<file path="config.mk">
export PLATFORM = sky130hd
export DESIGN_NAME = vending_change_dispenser
export DESIGN_NICKNAME = d
export VERILOG_FILES = /design/src/rtl/vending_pkg.sv /design/src/rtl/vending_pulse_timer.sv /design/src/rtl/vending_change_dispenser.sv
export SDC_FILE = /design/constraint.sdc
export NUM_CORES = 1
export LEC_CHECK = 0
export BUFFER_PORTS_ARGS = -buffer_cell sky130_fd_sc_hd__buf_2
export CORE_ASPECT_RATIO = 1.1
export CORE_MARGIN = 2
export CORE_UTILIZATION = 56
export CTS_CLUSTER_DIAMETER = 60
export DETAILED_ROUTE_END_ITERATION = 7
export PLACE_DENSITY = 0.79
export SKIP_LAST_GASP = 1
export SYNTH_ARGS = -nofsm -noshare
export SYNTH_HDL_FRONTEND = slang
export SYNTH_SLANG_ARGS = --single-unit
</file>
<file path="constraint.sdc">
create_clock -name clk -period 2.3 [get_ports clk]
set_input_delay 0 -clock clk [delete_from_list [all_inputs] [get_ports clk]]
set_output_delay 0 -clock clk [all_outputs]
set_load 0.01 [all_outputs]
</file>
<file path="src/rtl/vending_pkg.sv">
// Shared definitions for the vending datapath (coin acceptor and change dispenser).
//   state_t     : change dispenser FSM states
//   coin_t      : coin selector for the hopper ejectors
//   NICKEL_VAL,
//   DIME_VAL    : coin values in nickel units
//   coin_value(): maps a coin_t to its value in nickel units
package vending_pkg;

  typedef enum logic [2:0] {
    IDLE       = 3'd0,
    SELECT     = 3'd1,
    PULSE      = 3'd2,
    WAIT_SENSE = 3'd3,
    DONE       = 3'd4
  } state_t;

  typedef enum logic {
    NICKEL = 1'b0,
    DIME   = 1'b1
  } coin_t;

  localparam logic [2:0] NICKEL_VAL = 3'd1;
  localparam logic [2:0] DIME_VAL   = 3'd2;

  function automatic logic [2:0] coin_value(input coin_t c);
    return (c == DIME) ? DIME_VAL : NICKEL_VAL;
  endfunction

endpackage

</file>
<file path="src/rtl/vending_pulse_timer.sv">
// Loadable down-counter shared by the eject pulse window and the drop-sensor
// timeout. Loading N makes 'last' assert on the N-th cycle after the load edge,
// so a phase that ends on 'last' lasts exactly N cycles.
// Ports:
//   clk      in  clock
//   reset_n  in  synchronous active-low reset (clears the counter)
//   load     in  load load_val this cycle (has priority over counting)
//   load_val in  W-bit reload value (>=1)
//   last     out counter is at 1: final cycle of the current window
module vending_pulse_timer #(
  parameter int W = 5
) (
  input  logic         clk,
  input  logic         reset_n,
  input  logic         load,
  input  logic [W-1:0] load_val,
  output logic         last
);

  logic [W-1:0] count;

  always_ff @(posedge clk) begin
    if (!reset_n) begin
      count <= '0;
    end else if (load) begin
      count <= load_val;
    end else if (count != '0) begin
      count <= count - W'(1);
    end
  end

  assign last = (count == W'(1));

endmodule

</file>
<file path="src/rtl/vending_change_dispenser.sv">
// Change dispenser: pays a requested amount (nickel units) one coin at a time
// through the nickel/dime hopper ejectors, greedy dimes first, confirming each
// coin with the drop sensor. Tracks hopper inventory and reports paid/short.
// Optional feature macro: CHANGE_AUDIT_EN adds audit_total, a 16-bit wrapping
// lifetime count of nickel units paid.
// Ports:
//   clk, reset_n             clock, synchronous active-low reset
//   req_valid/req_ready      change request handshake (ready only in IDLE)
//   req_amount               change owed, nickel units
//   eject_nickel/eject_dime  solenoid drives (registered, never both high)
//   coin_sensed              one-cycle pulse from the hopper drop sensor
//   load_valid/load_nickels/
//   load_dimes               inventory refill, honoured in IDLE only
//   done                     one-cycle completion pulse
//   paid_amount, short       result, valid with done, held until next accept
//   nickel_count/dime_count  current inventory
//   audit_total              (CHANGE_AUDIT_EN only) lifetime units paid
module vending_change_dispenser
  import vending_pkg::*;
#(
  parameter int CNT_W        = 4,
  parameter int NICKEL_INIT  = 10,
  parameter int DIME_INIT    = 10,
  parameter int PULSE_CYCLES = 4,
  parameter int ACK_TIMEOUT  = 16
) (
  input  logic             clk,
  input  logic             reset_n,
  input  logic             req_valid,
  output logic             req_ready,
  input  logic [2:0]       req_amount,
  output logic             eject_nickel,
  output logic             eject_dime,
  input  logic             coin_sensed,
  input  logic             load_valid,
  input  logic [CNT_W-1:0] load_nickels,
  input  logic [CNT_W-1:0] load_dimes,
  output logic             done,
  output logic [2:0]       paid_amount,
  output logic             short,
  output logic [CNT_W-1:0] nickel_count,
  output logic [CNT_W-1:0] dime_count
`ifdef CHANGE_AUDIT_EN
  ,
  output logic [15:0]      audit_total
`endif
);

  localparam int TMR_MAX = (PULSE_CYCLES > ACK_TIMEOUT) ? PULSE_CYCLES : ACK_TIMEOUT;
  localparam int TMR_W   = $clog2(TMR_MAX + 1);
  localparam logic [TMR_W-1:0] PULSE_LD = TMR_W'(PULSE_CYCLES);
  localparam logic [TMR_W-1:0] ACK_LD   = TMR_W'(ACK_TIMEOUT);

  state_t           state;
  coin_t            coin;
  logic [2:0]       remaining;
  logic [2:0]       coin_val;
  logic             sel_dime;
  logic             sel_nickel;
  logic             tmr_load;
  logic [TMR_W-1:0] tmr_val;
  logic             tmr_last;

  // Refill arithmetic clamps at the all-ones count instead of wrapping.
  function automatic logic [CNT_W-1:0] sat_add(input logic [CNT_W-1:0] a,
                                               input logic [CNT_W-1:0] b);
    logic [CNT_W:0] s;
    s = {1'b0, a} + {1'b0, b};
    return s[CNT_W] ? {CNT_W{1'b1}} : s[CNT_W-1:0];
  endfunction

  assign req_ready = (state == IDLE);
  assign coin_val  = coin_value(coin);

  // Greedy selection: a dime only when at least two units remain, so dimes
  // are never overpaid; a lone nickel remainder with no nickels ends short.
  always_comb begin
    sel_dime   = (remaining >= DIME_VAL) && (dime_count != '0);
    sel_nickel = !sel_dime && (remaining >= NICKEL_VAL) && (nickel_count != '0);
    tmr_load   = 1'b0;
    tmr_val    = PULSE_LD;
    if (state == SELECT && (sel_dime || sel_nickel)) begin
      tmr_load = 1'b1;
      tmr_val  = PULSE_LD;
    end else if (state == PULSE && tmr_last) begin
      tmr_load = 1'b1;
      tmr_val  = ACK_LD;
    end
  end

  vending_pulse_timer #(
    .W (TMR_W)
  ) u_timer (
    .clk      (clk),
    .reset_n  (reset_n),
    .load     (tmr_load),
    .load_val (tmr_val),
    .last     (tmr_last)
  );

  always_ff @(posedge clk) begin
    if (!reset_n) begin
      state        <= IDLE;
      coin         <= NICKEL;
      remaining    <= '0;
      eject_nickel <= 1'b0;
      eject_dime   <= 1'b0;
      done         <= 1'b0;
      paid_amount  <= '0;
      short        <= 1'b0;
      nickel_count <= CNT_W'(NICKEL_INIT);
      dime_count   <= CNT_W'(DIME_INIT);
`ifdef CHANGE_AUDIT_EN
      audit_total  <= '0;
`endif
    end else begin
      done <= 1'b0;
      case (state)
        IDLE: begin
          // Refill lands in this cycle, so the following SELECT sees it.
          if (load_valid) begin
            nickel_count <= sat_add(nickel_count, load_nickels);
            dime_count   <= sat_add(dime_count, load_dimes);
          end
          if (req_valid) begin
            remaining   <= req_amount;
            paid_amount <= '0;
            short       <= 1'b0;
            state       <= SELECT;
          end
        end
        SELECT: begin
          if (sel_dime) begin
            coin       <= DIME;
            eject_dime <= 1'b1;
            state      <= PULSE;
          end else if (sel_nickel) begin
            coin         <= NICKEL;
            eject_nickel <= 1'b1;
            state        <= PULSE;
          end else begin
            done  <= 1'b1;
            short <= (remaining != '0);
            state <= DONE;
          end
        end
        PULSE: begin
          if (tmr_last) begin
            eject_nickel <= 1'b0;
            eject_dime   <= 1'b0;
            state        <= WAIT_SENSE;
          end
        end
        WAIT_SENSE: begin
          if (coin_sensed) begin
            if (coin == DIME) begin
              if (dime_count != '0) dime_count <= dime_count - CNT_W'(1);
            end else begin
              if (nickel_count != '0) nickel_count <= nickel_count - CNT_W'(1);
            end
            remaining   <= remaining - coin_val;
            paid_amount <= paid_amount + coin_val;
`ifdef CHANGE_AUDIT_EN
            audit_total <= audit_total + 16'(coin_val);
`endif
            state       <= SELECT;
          end else if (tmr_last) begin
            // No drop seen: treat that hopper as jammed/empty so SELECT
            // falls back to the other coin.
            if (coin == DIME) dime_count <= '0;
            else              nickel_count <= '0;
            state <= SELECT;
          end
        end
        DONE: begin
          state <= IDLE;
        end
        default: begin
          state <= IDLE;
        end
      endcase
    end
  end

endmodule
</file>
==> results of run 1 <==
[registers in the layout, indices dropped and copies added, names as in the netlist]
register,flops
paid_amount,3
eject_dime,1
done,1
eject_nickel,1
short,1
coin,1
dime_count,4
u_timer.count,5
nickel_count,4
remaining,3
state,3
[logic make-up (layout without fill, tap and decap cells)]
group                      Yosys count  in the layout  share of synthesized area
adders and majority gates           21             21                     0.1510
muxes                                6              6                    0.03097
AOI/OAI and AO/OA                   65             65                     0.2284
and+or+nand+nor                     78             78                     0.2368
xor gates and xnor gates             4              4                    0.01807
buffers and inverters               26             58                    0.05613
DFF                                 27             27                     0.2787
[through the flow]
| stage | std cells | area, um2 | worst slack (ps) | util | hold WS [ps] |
|---|---|---|---|---|---|
| 2_1_floorplan | 227 | 1939 | 449.7 | - | 162.0 |
| 3_3_place_gp | 301 | 2136 | 443.8 | 0.6412 | 329.8 |
| 6_report | 307 | 2186 | 371.7 | 0.6563 | 0.9174 |
| 3_5_place_dp | 301 | 2136 | 383.0 | 0.6412 | 360.5 |
| 4_1_cts | 307 | 2186 | 382.7 | 0.6563 | 7.797 |
| 5_1_grt | 307 | 2186 | 212.5 | 0.6563 | 30.08 |
[Yosys cell counts (all sizes together), types with 3 or more instances]
master | number | area, um2
buf | 4 | 25.02
o311ai | 3 | 26.28
a211oi | 3 | 22.52
o21ai | 10 | 50.05
nand3b | 4 | 30.03
mux2i | 6 | 60.06
o211ai | 8 | 65.06
dfxtp | 27 | 540.5
nor3b | 5 | 42.54
fa | 4 | 80.08
nor4b | 3 | 41.29
nand3 | 6 | 30.03
clkbuf | 4 | 16.26
nand2b | 4 | 25.02
inv | 16 | 60.06
nand4b | 3 | 26.28
nand2 | 20 | 75.07
a21oi | 20 | 100.1
nor2 | 14 | 52.55
ha | 17 | 212.7
and3 | 3 | 18.77
[worst max-delay path: stages (launching register included)]
cell and delay [ps]:
dfxtp_1 460, ha_1 210, inv_1 60, fa_1 430
xnor2_1 200, o221ai_1 150, a31o_2 280, o22ai_1 90
[cell usage in the layout (no fill, tap or decap), types with 3 or more instances in the layout]
cell type / count
fa_1: 4
o311ai_0: 3
nand3_1: 6
clkbuf_4: 3
o211ai_1: 7
nor3b_1: 4
o21ai_0: 10
a21oi_1: 20
inv_1: 16
nand2_1: 20
nand4b_1: 3
a211oi_1: 3
nand2b_1: 4
buf_4: 3
and3_1: 3
ha_1: 17
nor2_1: 14
nand3b_1: 4
dfxtp_1: 27
buf_2: 31
mux2i_1: 6
[how the worst max path moves through the flow]
| stage | from | to | slack (ps) |
|---|---|---|---|
| finish | nickel_count[0] | nickel_count[2] | 370 |
| global route | dime_count[0] | dime_count[2] | 210 |
| CTS | nickel_count[0] | nickel_count[2] | 380 |
| detailed placement | dime_count[0] | dime_count[2] | 380 |
| global placement | nickel_count[0] | nickel_count[2] | 440 |
| floorplan | dime_count[0] | dime_count[2] | 450 |
[timing repair]
| item | 4_1_cts | 5_1_grt |
|---|---|---|
| resized for setup | 0 | 0 |
| setup buffers | 0 | 0 |
| setup endpoints to repair | 0 | 0 |
| endpoints found under the hold margin | 2 | 0 |
| hold buffers | 2 | 0 |
[area by class of cell]
class / count / share of cell area
clock buffers: 3 / 0.01030
inverters: 18 / 0.03091
multi-input cells: 174 / 0.5902
clock inverters: 1 / 0.003434
flip-flops and latches: 27 / 0.2473
repair buffers: 36 / 0.09044
well taps: 48 / 0.02748
[power groups by stage]
stage | Combinational [uW] | Sequential (uW) | Clock (uW)
finish | 691 | 649 | 222
global route | 785 | 662 | 241
CTS | 691 | 645 | 224
detailed placement | 681 | 656 | 0
global placement | 672 | 652 | 0
floorplan | 528 | 647 | 0
[layer usage]
layer,up-vias,track usage
li1,898,-
met1,833,0.3150
met2,54,0.3791
met3,9,0.02362
met4,0,0.1083
met5,-,0
==> out/qor.yml, run 1 <==
yosysUniqueCellTypes: 57
drc_errors: 0
r2r-end: "nickel_count[2]"
setup-tns-final_ps: 0
dp.final_hpwl_um: 3178
track_usage: 0.2365
powerDensity_nw_per_um2: 714.5
async_flop_share: 0
gp_congestion: 0.8431
tritoncts: "done"
vias_per_cell: 5.844
maxUsedRoutingLayer: "met4"
final.period_utilization: 0.8384
hold_path.class: "input pin to register"
synth-seq-cells: 27
tightest_slew_ps: 707.2
route.met2.wl_um: 2032
drt-initial-drc-count: 89
drv_slew: 0
synth-edff-count: 0
swShare: 0.4005
antenna_left: 0
hold_start: "req_amount[0]"
hold-path-endpoint: "remaining[0]"
overflow: 0
synthCells: 227
worstSkewPairLatency_ps: 340
vdd_drop_max_mv: 0.3036
critPathArrivalTime_ps: 2220
htreeDepth: 1
clock_sinks: 27
diodes: 0
ys.flop_type: "dfxtp_1"
routed_wl_um: 4298
wl_met1_um: 1995
internal_power_uw: 936.2
seq_area_um2: 540.5
antenna_found_initial: 0
drtPass1Iterations: 4
worstPathMaxFanout: 6
die_w_um: 60.11
syn_area_um2: 1939
finalWorstPathRequiredPeriod_ps: 1928
layout-drive-gt1-share: 0.1853
core.rowCount: 22
wl_per_cell_um: 14.00
p_leak_uw: 0.0009425
area_growth_syn_to_layout_pct: 12.71
status: "complete, no violations"
timing.fmax_mhz: 518.6
grt_pass1_vias: 1651
sequentialPowerShare: 0.415
clockPowerShare: 0.142
syn_area_per_cell_um2: 8.543
setup_viol: 0
clockBufferDepth: 2
comb_power_share: 0.442
worst-setup-path-type: "register to register"
slew_headroom: 0.5219
die-area_um2: 3950
endpoint_kind: "register"
rsz0062_at_grt: "false"
skew_ps: 2.711
fillers: 307
crit_path_start_kind: "register"
met3_length_um: 171
ff2ff_setup_slack_ps: 370
initial_core_util: 0.5823
grt_pass1_wl_um: 7210
via_count: 1794
die_h_um: 65.72
synth_nets: 264
multi_input_area_um2: 1290
yosysWarnings: 0
numCtsBuffers: 3
cts-root-buf: "clkbuf_4"
port_buffers: 31
ys_seq_area_frac: 0.2787
maxCapViolCount: 0
io_pins: 32
grt_max_degree: 17
holdPathStages: 4
r2r_cells: 7
clk_pin_slew_ps: 150
core_um2: 3331
finalNetCount: 297
finalHoldViolations: 0
timing.rr.start: "nickel_count[0]"
total_power_uw: 1562
required_ps: 2590
p_sw_uw: 625.5
(Power assumes the default switching activity.)
==> inputs of run 2 (changes only) <==
ABC_AREA = 1   (was not set)
CORE_UTILIZATION = 51   (was 56)
PLACE_DENSITY = 0.76   (was 0.79)
clock period = 1.67 ns   (was 2.3 ns; I/O delays follow)
==> run 2 against run 1 <==
Sequential share of layout area fell by 0.76 points; synthesized cell count rose by 30%; combinational power rose to 3.5 times the previous value; first-iteration DRC count fell by 15%; register-to-register slack got worse by 250 ps; clock power rose by 69%; cell area rose by 3.9%; worst hold slack improved by 62 ps; final cell count rose by 24%; die area rose by 12%; flip-flop and latch count did not move.
==> out/qor.yml, run 2 <==
die_w_um: 63.48
diodes: 0
grt_pass1_wl_um: 7155
holdPathStages: 5
track_usage: 0.1997
synth-edff-count: 0
vias_per_cell: 4.898
crit_path_start_kind: "register"
powerDensity_nw_per_um2: 1689
numCtsBuffers: 3
cts-root-buf: "clkbuf_8"
netlist.area_leader.share: 0.2724
largest_reg_flops: 5
slew_headroom: 0.7421
io_pins: 32
hold_path.class: "input pin to register"
clock_sinks: 27
core_um2: 3684
synth-seq-cells: 27
place_inst: 377
initial_core_util: 0.5387
synthTopCellsByArea: "dfxtp_1 27%, nand2_1 17%, ha_1 11%"
worstPathMaxFanout: 2
synth_commonest_cells: "91 x nand2_1, 43 x inv_1, 27 x dfxtp_1"
die-area_um2: 4406
area_growth_syn_to_layout_pct: 14.44
antenna_found_initial: 0
endpoint_kind: "register"
htreeDepth: 1
yosysMostFrequentCell: "nand2_1"
final_common_cell: "nand2_1"
worstSkewPairLatency_ps: 280
maxCapViolCount: 0
postCtsSetupBuffers: 0
final.period_utilization: 0.9266
instances_no_fill: 381
finalWorstPathRequiredPeriod_ps: 1547
synth_nets: 332
die_h_um: 69.42
crit_chain: "inv_1 > ha_1 > fa_2 > or2_2 > nand3_1 > nand2_1 > nand3_1 > a21oi_1"
vdd_drop_max_mv: 0.7701
seq_area_um2: 544.3
skew_ps: 3.967
worst_path_most_repeated_cell: "nand3_1"
grt_pass1_vias: 1699
critPathArrivalTime_ps: 1710
worst-setup-path-type: "register to register"
p_leak_uw: 0.001229
reg.largest.list: "u_timer.count (5), dime_count (4), nickel_count (4)"
synth_top_cell_by_area: "dfxtp_1"
required_ps: 1830
drv_slew: 0
cp_slowest_cell: "dfxtp_2"
dp.final_hpwl_um: 3196
holdWs_ps: 62.50
drtPass1Iterations: 4
layout-drive-gt1-share: 0.1662
final_cell_mix: "91 x nand2_1, 43 x inv_1, 31 x buf_2"
drt-initial-drc-count: 76
finalNetCount: 369
drc_errors: 0
synthCells: 295
rsz0062_at_grt: "true"
gp_congestion: 0.8410
antenna_left: 0
yosysWarnings: 0
syn_area_per_cell_um2: 6.727
via_count: 1866
finalHoldViolations: 0
async_flop_share: 0
tritoncts: "done"
total_power_uw: 3836
timing.fmax_mhz: 646.3
clk_pin_slew_ps: 90
grt_max_degree: 15
clockBufferDepth: 2
ff2ff_setup_slack_ps: 120
ys.flop_type: "dfxtp_1"
r2r_cells: 8
multi_input_area_um2: 1256
critical-path-max-stage-delay_ps: 330
core.rowCount: 23
overflow: 0
tightest_slew_ps: 386.5
wl_per_cell_um: 10.69
yosysUniqueCellTypes: 30
setup_viol: 0
port_buffers: 31
fillers: 386
routed_wl_um: 4071
syn_area_um2: 1984
top_register: "u_timer.count"
ys_seq_area_frac: 0.2724
status: "complete, no violations"
[run 2: critical path: cells and delay by family, from the launching register on]
kind / cells / cell delay [ps]
compound gates: 1 / 60
fa+ha+maj: 2 / 530
buf+inv: 1 / 50
flops: 1 / 330
simple gates: 4 / 460
[run 2: timing repair]
action                     in CTS  in global routing
hold buffers                    0                  0
resized for setup               0                  4
setup endpoints to repair       0                  9
[run 2: routing by layer]
metal	routed length [um]	global-route usage	part of all wire	up-vias
met4	55	0.05072	0.014	0
met2	2034	0.3637	0.50	29
met5	0	0	0	-
li1	-	-	-	1002
met3	134	0.01948	0.033	6
met1	1846	0.2490	0.45	829
[run 2: worst paths after layout]
check	from	end
min	req_amount[2]	remaining[2]
min reg2reg	eject_nickel	eject_nickel
max reg2reg	coin	remaining[2]
max	coin	remaining[2]
[run 2: cell families after synthesis]
family          synth area share
xor+xnor                 0.03972
simple gates              0.3581
compound gates           0.08638
flops                     0.2724
fa+ha+maj                 0.1475
buf+inv                  0.09583
[run 2: cell type report]
| type | instances | area share |
|---|---|---|
| multi-input combinational | 218 | 0.5532 |
| sequential | 27 | 0.2397 |
| timing repair buffer | 35 | 0.08154 |
| inverter | 47 | 0.07824 |
| tap | 50 | 0.02755 |
| clock buffer | 4 | 0.01983 |
[run 2: per-stage QoR]
stage	setup WS, ps	util	TNS, ps	instance area (um2)
5_1_grt	-12.47	0.6165	-12.47	2271
3_3_place_gp	112.7	0.6029	0	2221
2_1_floorplan	46.02	-	0	1986
4_1_cts	82.54	0.6151	0	2266
6_report	122.6	0.6165	0	2271
3_5_place_dp	95.86	0.6029	0	2221
[run 2: power by group]
part           internal [uW]  total, uW  switching (uW)
Sequential               870       1050             183
Clock                    171        375             204
Combinational            914       2410            1490
Total                   1960       3840            1880
